### config.mk
export PLATFORM = sky130hd
export DESIGN_NAME = ps2_key_fifo_flat
export DESIGN_NICKNAME = d
export VERILOG_FILES = /design/src/rtl/ps2_key_fifo_if.sv /design/src/rtl/ps2_key_fifo.sv /design/src/flat_wrapper.sv
export SDC_FILE = /design/constraint.sdc
export NUM_CORES = 1
export LEC_CHECK = 0
export BUFFER_PORTS_ARGS = -buffer_cell sky130_fd_sc_hd__buf_4
export CAP_MARGIN = 20
export CORE_AREA = 2 2 84 86
export DETAILED_ROUTE_END_ITERATION = 12
export DIE_AREA = 0 0 86 88
export PLACE_DENSITY = 0.84
export SETUP_SLACK_MARGIN = 0.4
export SKIP_LAST_GASP = 1
export SYNTH_ARGS = -nofsm -noshare
export SYNTH_HDL_FRONTEND = slang
export SYNTH_SLANG_ARGS = --single-unit
### constraint.sdc
create_clock -name Clock -period 7 [get_ports Clock]
set_clock_uncertainty 0.1 [all_clocks]
set_input_delay 1.4 -clock Clock [delete_from_list [all_inputs] [get_ports Clock]]
set_output_delay 1.4 -clock Clock [all_outputs]
set_load 0.02 [all_outputs]
### src/rtl/ps2_key_fifo_if.sv
// Port bundle for the PS/2 key queue: raw keyboard pins in, ALU-facing key queue out.
// The slave modport is the queue itself; the master modport is whoever drives the pins and pops.
interface ps2_key_fifo_if #(
    parameter int FIFO_DEPTH = 4
);
    localparam int CW = $clog2(FIFO_DEPTH) + 1;

    logic          PS2_CLK;
    logic          PS2_DATA;
    logic          iPop;
    logic [7:0]    oKey;
    logic          oKeyValid;
    logic [CW-1:0] oCount;
    logic          oFrameErr;
    logic          oOverflow;

    modport slave (
        input  PS2_CLK, PS2_DATA, iPop,
        output oKey, oKeyValid, oCount, oFrameErr, oOverflow
    );

    modport master (
        output PS2_CLK, PS2_DATA, iPop,
        input  oKey, oKeyValid, oCount, oFrameErr, oOverflow
    );
endinterface

### src/rtl/ps2_key_fifo.sv
// PS/2 keyboard receiver: oversampled deframer, make-code filter and a small scancode FIFO
// whose head feeds the KEY operand of the ALU.
module ps2_key_fifo #(
    parameter int FIFO_DEPTH     = 4,
    parameter int TIMEOUT_CYCLES = 50000
) (
    input  logic          Clock,
    input  logic          Reset,
    ps2_key_fifo_if.slave bus
);
    localparam int AW = $clog2(FIFO_DEPTH);
    localparam int CW = AW + 1;
    localparam int TW = $clog2(TIMEOUT_CYCLES + 1);

    typedef enum logic [1:0] {IDLE, DATA, PARITY, STOP} state_t;

    logic          r_clk_s1, r_clk_s2, r_clk_s3;
    logic          r_dat_s1, r_dat_s2;
    logic          w_fall;

    state_t        r_state, w_state_next;
    logic [2:0]    r_bitcnt, w_bitcnt_next;
    logic [7:0]    r_shift, w_shift_next;
    logic          r_parity, w_parity_next;
    logic [TW-1:0] r_tcnt, w_tcnt_next;
    logic          r_break, w_break_next;
    logic          r_push, w_push_next;
    logic [7:0]    r_push_data;
    logic          r_frame_err, w_frame_err_next;
    logic          w_timeout;

    logic [7:0]    r_mem [FIFO_DEPTH];
    logic [AW-1:0] r_rd_ptr, r_wr_ptr;
    logic [CW-1:0] r_count;
    logic          r_overflow;
    logic          w_full, w_empty, w_do_push, w_do_pop;

    // Sync flops reset to the idle-high line level so reset never fabricates a falling edge.
    always_ff @(posedge Clock) begin
        if (Reset) begin
            r_clk_s1 <= 1'b1;
            r_clk_s2 <= 1'b1;
            r_clk_s3 <= 1'b1;
            r_dat_s1 <= 1'b1;
            r_dat_s2 <= 1'b1;
        end else begin
            r_clk_s1 <= bus.PS2_CLK;
            r_clk_s2 <= r_clk_s1;
            r_clk_s3 <= r_clk_s2;
            r_dat_s1 <= bus.PS2_DATA;
            r_dat_s2 <= r_dat_s1;
        end
    end

    assign w_fall    = r_clk_s3 & ~r_clk_s2;
    assign w_timeout = (r_state != IDLE) && !w_fall && (r_tcnt == TW'(TIMEOUT_CYCLES - 1));

    // NOTE: every output of this block gets a default first, so no path can infer a latch.
    always_comb begin
        w_state_next     = r_state;
        w_bitcnt_next    = r_bitcnt;
        w_shift_next     = r_shift;
        w_parity_next    = r_parity;
        w_break_next     = r_break;
        w_push_next      = 1'b0;
        w_frame_err_next = 1'b0;
        w_tcnt_next      = '0;

        if (r_state != IDLE && !w_fall) begin
            w_tcnt_next = r_tcnt + TW'(1);
        end

        if (w_timeout) begin
            w_state_next     = IDLE;
            w_frame_err_next = 1'b1;
            w_tcnt_next      = '0;
        end else if (w_fall) begin
            unique case (r_state)
                IDLE: begin
                    if (!r_dat_s2) begin
                        w_state_next  = DATA;
                        w_bitcnt_next = 3'd0;
                    end
                end
                DATA: begin
                    w_shift_next  = {r_dat_s2, r_shift[7:1]};
                    w_bitcnt_next = r_bitcnt + 3'd1;
                    if (r_bitcnt == 3'd7) w_state_next = PARITY;
                end
                PARITY: begin
                    w_parity_next = r_dat_s2;
                    w_state_next  = STOP;
                end
                STOP: begin
                    w_state_next = IDLE;
                    // Good frame: stop high and odd parity across data plus parity bit.
                    if (r_dat_s2 && (^{r_shift, r_parity})) begin
                        if (r_shift == 8'hF0) begin
                            w_break_next = 1'b1;
                        end else if (r_shift != 8'hE0) begin
                            if (r_break) w_break_next = 1'b0;
                            else         w_push_next  = 1'b1;
                        end
                    end else begin
                        w_frame_err_next = 1'b1;
                    end
                end
                default: w_state_next = IDLE;
            endcase
        end
    end

    // NOTE: sequential state uses non-blocking assignments so every register samples pre-edge values.
    always_ff @(posedge Clock) begin
        if (Reset) begin
            r_state     <= IDLE;
            r_bitcnt    <= 3'd0;
            r_shift     <= 8'h00;
            r_parity    <= 1'b0;
            r_tcnt      <= '0;
            r_break     <= 1'b0;
            r_push      <= 1'b0;
            r_push_data <= 8'h00;
            r_frame_err <= 1'b0;
        end else begin
            r_state     <= w_state_next;
            r_bitcnt    <= w_bitcnt_next;
            r_shift     <= w_shift_next;
            r_parity    <= w_parity_next;
            r_tcnt      <= w_tcnt_next;
            r_break     <= w_break_next;
            r_push      <= w_push_next;
            r_frame_err <= w_frame_err_next;
            if (w_push_next) r_push_data <= r_shift;
        end
    end

    assign w_full    = (r_count == CW'(FIFO_DEPTH));
    assign w_empty   = (r_count == '0);
    assign w_do_pop  = bus.iPop & ~w_empty;
    assign w_do_push = r_push & (~w_full | w_do_pop);

    always_ff @(posedge Clock) begin
        if (Reset) begin
            r_rd_ptr   <= '0;
            r_wr_ptr   <= '0;
            r_count    <= '0;
            r_overflow <= 1'b0;
        end else begin
            if (w_do_push) r_wr_ptr <= r_wr_ptr + AW'(1);
            if (w_do_pop)  r_rd_ptr <= r_rd_ptr + AW'(1);
            case ({w_do_push, w_do_pop})
                2'b10:   r_count <= r_count + CW'(1);
                2'b01:   r_count <= r_count - CW'(1);
                default: r_count <= r_count;
            endcase
            if (r_push && w_full && !bus.iPop) r_overflow <= 1'b1;
        end
    end

    // NOTE: storage is left unreset; r_count gates every read, so stale entries are never visible.
    always_ff @(posedge Clock) begin
        if (w_do_push) r_mem[r_wr_ptr] <= r_push_data;
    end

    assign bus.oKey      = w_empty ? 8'h00 : r_mem[r_rd_ptr];
    assign bus.oKeyValid = ~w_empty;
    assign bus.oCount    = r_count;
    assign bus.oFrameErr = r_frame_err;
    assign bus.oOverflow = r_overflow;
endmodule

### src/flat_wrapper.sv
// flat-port wrapper written by rule: the top's interface ports become plain ports
module ps2_key_fifo_flat 
#(
    parameter int FIFO_DEPTH     = 4,
    parameter int TIMEOUT_CYCLES = 50000
)
  (Clock, Reset, bus_PS2_CLK, bus_PS2_DATA, bus_iPop, bus_oKey, bus_oKeyValid, bus_oCount, bus_oFrameErr, bus_oOverflow);
  ps2_key_fifo_if #(.FIFO_DEPTH(FIFO_DEPTH)) bus_i ();
  input  logic Clock;
  input  logic Reset;
  input wire logic [$bits(bus_i.PS2_CLK)-1:0] bus_PS2_CLK;
  input wire logic [$bits(bus_i.PS2_DATA)-1:0] bus_PS2_DATA;
  input wire logic [$bits(bus_i.iPop)-1:0] bus_iPop;
  output wire logic [$bits(bus_i.oKey)-1:0] bus_oKey;
  output wire logic [$bits(bus_i.oKeyValid)-1:0] bus_oKeyValid;
  output wire logic [$bits(bus_i.oCount)-1:0] bus_oCount;
  output wire logic [$bits(bus_i.oFrameErr)-1:0] bus_oFrameErr;
  output wire logic [$bits(bus_i.oOverflow)-1:0] bus_oOverflow;
  assign bus_i.PS2_CLK = bus_PS2_CLK;
  assign bus_i.PS2_DATA = bus_PS2_DATA;
  assign bus_i.iPop = bus_iPop;
  assign bus_oKey = bus_i.oKey;
  assign bus_oKeyValid = bus_i.oKeyValid;
  assign bus_oCount = bus_i.oCount;
  assign bus_oFrameErr = bus_i.oFrameErr;
  assign bus_oOverflow = bus_i.oOverflow;
  ps2_key_fifo #(.FIFO_DEPTH(FIFO_DEPTH), .TIMEOUT_CYCLES(TIMEOUT_CYCLES)) u_core (.Clock(Clock), .Reset(Reset), .bus(bus_i));
endmodule
==> impl_metrics.csv, run 1 <==
group,metric,value,unit
yosys,syn_inst,328,
outcome,status,"completed",
placement,place.detailed.hpwl,4040,µm
timing,maxSlewViolCount,0,
clock_network,post_cts_buffers,0,
clock_network,cts.htree.levels,3,
yosys,synth_top_area_cell,"dfxtp_1",
die,die_height,88,µm
clock_network,ctsResizeCount,0,
global_route,grt_first_pass_wirelength,10200,µm
power_and_ir_drop,power_frac_seq,0.582,
yosys,ys_warn_count,0,
setup_path,required,5.50,ns
die,dieArea,7570,µm²
run,max_cap_violations,0,
routing,postRouteAntennaNets,0,
routing,via_count,2303,
clock_network,tritoncts,"built",
yosys,synth.area.top_cells,"dfxtp_1, edfxtp_1, mux2i_1",
global_route,grt_max_degree,50,
power_and_ir_drop,ir_worst_vdd,106,µV
setup_path,crit_path_end,"bus_oKey[4]",
yosys,synth_top_cell_area_share,0.290,
min_path,worstHoldPathType,"flop to flop",
yosys,syn_area_per_cell,11.8,µm²
placement,gp_congestion,0.799,
clock_network,clk_path_buf_depth,2,
die,dieWidth,86,µm
cells_and_area,diodes,0,
routing,drtIter0Drc,67,
timing,setup_viol,0,
clock_network,cts_buffers,9,
clock_network,cts_root_buffer,"clkbuf_8",
power_and_ir_drop,total_power,907,µW
die,start_util,0.581,
setup_path,cp-start-kind,"flop",
timing,finalHoldViolations,0,
cells_and_area,final_util,0.638,
power_and_ir_drop,p_clk_frac,0.407,
cells_and_area,synthToLayoutAreaGrowth,9.76,%
min_path,hold_start,"u_core.r_clk_s1",
die,io_pins,19,
power_and_ir_drop,sw_frac_of_total,0.195,
clock_network,path_clk_slew,0.08,ns
timing,max_slew_margin,0.613,
yosys,yosysSeqAreaShare,0.539,
global_route,grt_overflow,0,
setup_path,worstSetupEndpointType,"output pin",
cells_and_area,fin_nets,357,
setup_path,timing.rr.start,"u_core.bus.oCount[0]",
routing,first_pass_iters,6,
global_route,grt_usage,0.175,
timing,tns,0,ns
yosys,synth_most_common_cell,"dfxtp_1",
setup_path,cp_max_fo,8,
timing,tightestPinTransition,0.579,ns
yosys,async_flop_share,0,
timing,period_share,0.487,
die,num_rows,30,
global_route,grt_pass1_vias,2266,
power_and_ir_drop,p_leak,1.59,nW
power_and_ir_drop,switching_power,177,µW
clock_network,cts.hold.buffers_added,0,
global_route,antenna_found_initial,0,
routing,wire_per_inst,13.9,µm
timing,period_needed,3.41,ns
routing,wl,5890,µm
yosys,synth_nets,346,
timing,fin_ws,3.59,ns
placement,port_buffers,18,
setup_path,reg2reg_to,"u_core.bus.oCount[2]",
clock_network,clock_latency,0.35,ns
setup_path,reg2reg_depth,9,
routing,drc,0,
cells_and_area,fin_cells,424,
timing,rsz0062_at_grt,"false",
timing,fmax,293,MHz
placement,dp.cells,408,
yosys,netlist_area,3860,µm²
power_and_ir_drop,power_frac_comb,0.011,
clock_network,cts.sinks,88,
setup_path,r2r_slack,4.54,ns
cells_and_area,layout-drive-gt1-share,0.140,
routing,via_per_inst,5.43,
power_and_ir_drop,internal-power,730,µW
placement,place_ws,3.44,ns
setup_path,worstPathArrival,1.91,ns
die,core,6640,µm²
yosys,synthDistinctLibCells,46,
power_and_ir_drop,power-per-cell-area,214,nW/µm²
yosys,yosys_most_used_dff,"dfxtp_1",
yosys,synth_common_cells,"dfxtp_1, nor2_1, edfxtp_1, mux2i_1, and2_1",
setup_path,crit_type,"flop to output pin",
yosys,ys_seq_elements,88,
yosys,synth-edff-count,32,
==> stage by stage <==
stage / hold slack (ns) / instance area [µm²]
final: 0.316 / 4240
after global routing: 0.329 / 4240
after CTS: 0.318 / 4240
after detailed placement: 0.299 / 4030
after global placement: 0.293 / 4030
after floorplan: 0.289 / 3860
==> flip-flops by register name (all words and copies together) (netlist names), 2 cells and up, named ones only <==
signal	flops
u_core.r_wr_ptr	2
u_core.bus.oCount	3
u_core.r_push_data	8
u_core.r_state	2
u_core.r_rd_ptr	2
u_core.r_tcnt	16
u_core.r_bitcnt	3
u_core.r_mem	32
u_core.r_shift	8
==> power groups by stage <==
stage	registers, mW	logic [mW]	clock network (mW)
2_1_floorplan	0.539	0.00766	0
3_3_place_gp	0.540	0.00988	0
3_5_place_dp	0.540	0.0101	0
4_1_cts	0.528	0.0101	0.379
5_1_grt	0.528	0.0111	0.394
6_report	0.528	0.00987	0.370
==> worst max-delay path, cell delays in order, from the launching register on <==
cell,delay (ns)
dfxtp_1,0.67
mux4_2,0.57
and2_1,0.17
buf_4,0.15
==> worst min path at each step <==
| stage | to | slack [ns] | cells after the start |
|---|---|---|---|
| floorplan | u_core.r_clk_s2 | 0.29 | 1 |
| global placement | u_core.r_dat_s2 | 0.29 | 1 |
| detailed placement | u_core.r_clk_s2 | 0.30 | 1 |
| CTS | u_core.r_clk_s2 | 0.32 | 1 |
| global route | u_core.r_clk_s2 | 0.33 | 1 |
| finish | u_core.r_clk_s2 | 0.32 | 1 |
==> routing by layer <==
metal / vias up / wire, µm / global-route usage
li1: 1172 / - / -
met1: 1083 / 2690 / 0.202
met2: 36 / 2870 / 0.302
met3: 12 / 155 / 0.0302
met4: 0 / 173 / 0.111
met5: - / 0 / 0
==> cell families (layout without fill, tap and decap cells) <==
family                   after synthesis  after routing  synth area share
flip-flops                            88             88             0.539
adder cells (fa/ha/maj)               13             13            0.0441
multiplexers                          30             30             0.108
XOR/XNOR                              23             23            0.0635
AO/OA/AOI/OAI                         21             21            0.0360
buffers and inverters                 29             45            0.0288
AND/OR/NAND/NOR                      124            124             0.180
==> layout by cell type, fill, tap and decap left out, types with 3 or more instances in the layout <==
master / count
xnor2_1: 7
nor4b_1: 3
nor2_1: 35
nand2_1: 7
nor2b_1: 6
ha_1: 12
dfxtp_1: 56
inv_1: 11
xor2_1: 13
nand4_1: 5
nand2b_1: 15
buf_4: 18
nand3_1: 9
o21ai_0: 4
or3_1: 4
mux2i_1: 20
and4_1: 3
or2_2: 5
and3_1: 3
a21oi_1: 8
and2_1: 16
edfxtp_1: 32
clkbuf_8: 9
mux4_2: 8
==> area by class of cell <==
type	count	area, µm²
clock inverter	6	83.8
timing repair buffer	18	135
inverter	11	41.3
sequential	88	2080
tap	80	100
multi-input combinational	211	1670
clock buffer	10	128
fill	516	2410
(Power assumes the default switching activity.)
==> run 2, diff against run 1 <==
clock period = 3.27 ns   (was 7 ns; I/O delays follow)
==> run 2 against run 1 <==
Against the previous run:
- clock power up 110%
- critical path depth unchanged
- sequential share of layout area up 0.058 points
- sequential power grew 110%
- critical path type unchanged
- largest cell class unchanged
==> impl_metrics.csv, run 2 (synthesis results as in run 1) <==
group,metric,value,unit
outcome,status,"completed",
global_route,grt_first_pass_wirelength,10700,µm
cells_and_area,fin_cells,424,
setup_path,crit_path_top_delay_cell,"dfxtp_1",
routing,wl,6270,µm
timing,fin_ws,0.604,ns
die,start_util,0.581,
clock_network,tritoncts,"built",
cells_and_area,stdcell_area,4230,µm²
timing,fmax,375,MHz
die,dieArea,7570,µm²
die,die_height,88,µm
setup_path,worstSetupEndpointType,"output pin",
timing,tightestPinTransition,0.571,ns
setup_path,path_buf_inv,1,
cells_and_area,diodes,0,
cells_and_area,synthToLayoutAreaGrowth,9.63,%
cells_and_area,top_regs,"u_core.r_mem x32, u_core.r_tcnt x16",
die,core,6640,µm²
global_route,grt_overflow,0,
timing,max_slew_margin,0.618,
cells_and_area,fillers,513,
cells_and_area,top_register,"u_core.r_mem",
setup_path,reg2reg_depth,9,
placement,dpl-instance-area,4030,µm²
power_and_ir_drop,switching_power,384,µW
setup_path,reg2reg_to,"u_core.bus.oCount[2]",
min_path,holdPathEnd,"u_core.r_clk_s2",
clock_network,cts.htree.levels,3,
power_and_ir_drop,power_frac_comb,0.011,
routing,first_pass_iters,4,
global_route,grt_pass1_vias,2321,
timing,maxSlewViolCount,0,
setup_path,crit_type,"flop to output pin",
timing,period_needed,2.67,ns
clock_network,cts_root_buffer,"clkbuf_8",
setup_path,r2r_slack,0.80,ns
setup_path,worstPathCellList,"mux4_2 -> and2_1 -> buf_4",
routing,drc,0,
setup_path,cp-start-kind,"flop",
power_and_ir_drop,p_leak,1.59,nW
setup_path,timing.rr.start,"u_core.bus.oCount[0]",
die,num_rows,30,
timing,setup_viol,0,
placement,place.detailed.hpwl,4190,µm
clock_network,clock_latency,0.35,ns
cells_and_area,fin_nets,357,
routing,via_per_inst,5.56,
min_path,worstHoldPathType,"flop to flop",
cells_and_area,largest_reg_flops,32,
routing,via_count,2356,
cells_and_area,final_cell_mix,"dfxtp_1, nor2_1, edfxtp_1, mux2i_1, buf_4",
min_path,whs_path_depth,1,
timing,tns,0,ns
setup_path,required,2.52,ns
timing,rsz0062_at_grt,"false",
clock_network,ctsResizeCount,0,
timing,period_share,0.815,
cells_and_area,layout-drive-gt1-share,0.145,
routing,drtIter0Drc,124,
die,dieWidth,86,µm
setup_path,path_delay_family,"flip-flops",
global_route,grt_max_degree,50,
setup_path,cp_max_fo,8,
placement,port_buffers,18,
clock_network,cts_buffers,9,
power_and_ir_drop,internal-power,1.53,mW
clock_network,cts.hold.buffers_added,0,
clock_network,post_cts_buffers,0,
timing,finalHoldViolations,0,
placement,dp.cells,408,
global_route,grt_usage,0.185,
power_and_ir_drop,sw_frac_of_total,0.201,
power_and_ir_drop,ir_worst_vdd,296,µV
setup_path,cpPeakStageDelay,0.67,ns
die,io_pins,19,
power_and_ir_drop,total_power,1.91,mW
power_and_ir_drop,power-per-cell-area,452,nW/µm²
clock_network,clk_path_buf_depth,2,
clock_network,cts.sinks,88,
cells_and_area,final_util,0.637,
power_and_ir_drop,power_frac_seq,0.591,
global_route,antenna_found_initial,0,
timing,fin_hold_ws,0.314,ns
power_and_ir_drop,p_clk_frac,0.398,
placement,gp_congestion,0.797,
run,max_cap_violations,0,
setup_path,worstPathArrival,1.91,ns
cells_and_area,layout_commonest_cell,"dfxtp_1",
clock_network,path_clk_slew,0.08,ns
routing,postRouteAntennaNets,0,
placement,place_ws,0.493,ns
min_path,hold_start,"u_core.r_clk_s1",
routing,wire_per_inst,14.8,µm
==> run 2: changes by cell type in the layout (fill, tap and decap cells not counted), sizes merged <==
cell and change:
bufinv -1, clkbuf +1
==> run 2: cell type report <==
class / instances / area (µm²) / share of cell area
clock buffer: 11 / 151 / 0.0358
clock inverter: 5 / 55.1 / 0.0130
sequential: 88 / 2080 / 0.492
inverter: 11 / 41.3 / 0.00976
tap: 80 / 100 / 0.0237
timing repair buffer: 18 / 135 / 0.0319
multi-input combinational: 211 / 1670 / 0.394
==> run 2: layer usage <==
| layer | wire length [µm] | global-route usage |
|---|---|---|
| met5 | 0 | 0 |
| met4 | 110 | 0.0851 |
| met3 | 200 | 0.0405 |
| met2 | 3210 | 0.324 |
| met1 | 2750 | 0.218 |
==> run 2: power groups by stage <==
stage | clock network, mW | registers [mW] | logic [mW]
floorplan | 0 | 1.15 | 0.0164
global placement | 0 | 1.16 | 0.0212
detailed placement | 0 | 1.16 | 0.0218
CTS | 0.777 | 1.13 | 0.0220
global route | 0.823 | 1.13 | 0.0244
finish | 0.761 | 1.13 | 0.0217
==> run 2: worst reg2reg max path, cell delays in order (launching register included) <==
cell,delay [ns]
dfxtp_1,0.35
nor4b_1,0.39
nor2b_1,0.20
inv_1,0.10
ha_1,0.19
inv_1,0.06
fa_1,0.38
xor2_1,0.16
or3_1,0.32
a21oi_1,0.15
==> run 2: worst max path at each step <==
| stage | from | endpoint | depth (start not counted) | slack [ns] |
|---|---|---|---|---|
| finish | flop | bus_oKey[4] | 3 | 0.60 |
| detailed placement | bus_iPop | u_core.bus.oCount[2] | 10 | 0.49 |
| floorplan | bus_iPop | u_core.bus.oCount[2] | 10 | 0.71 |
| global route | flop | bus_oKey[4] | 3 | 0.46 |
| CTS | flop | bus_oKey[6] | 3 | 0.55 |
| global placement | bus_iPop | u_core.bus.oCount[2] | 10 | 0.56 |
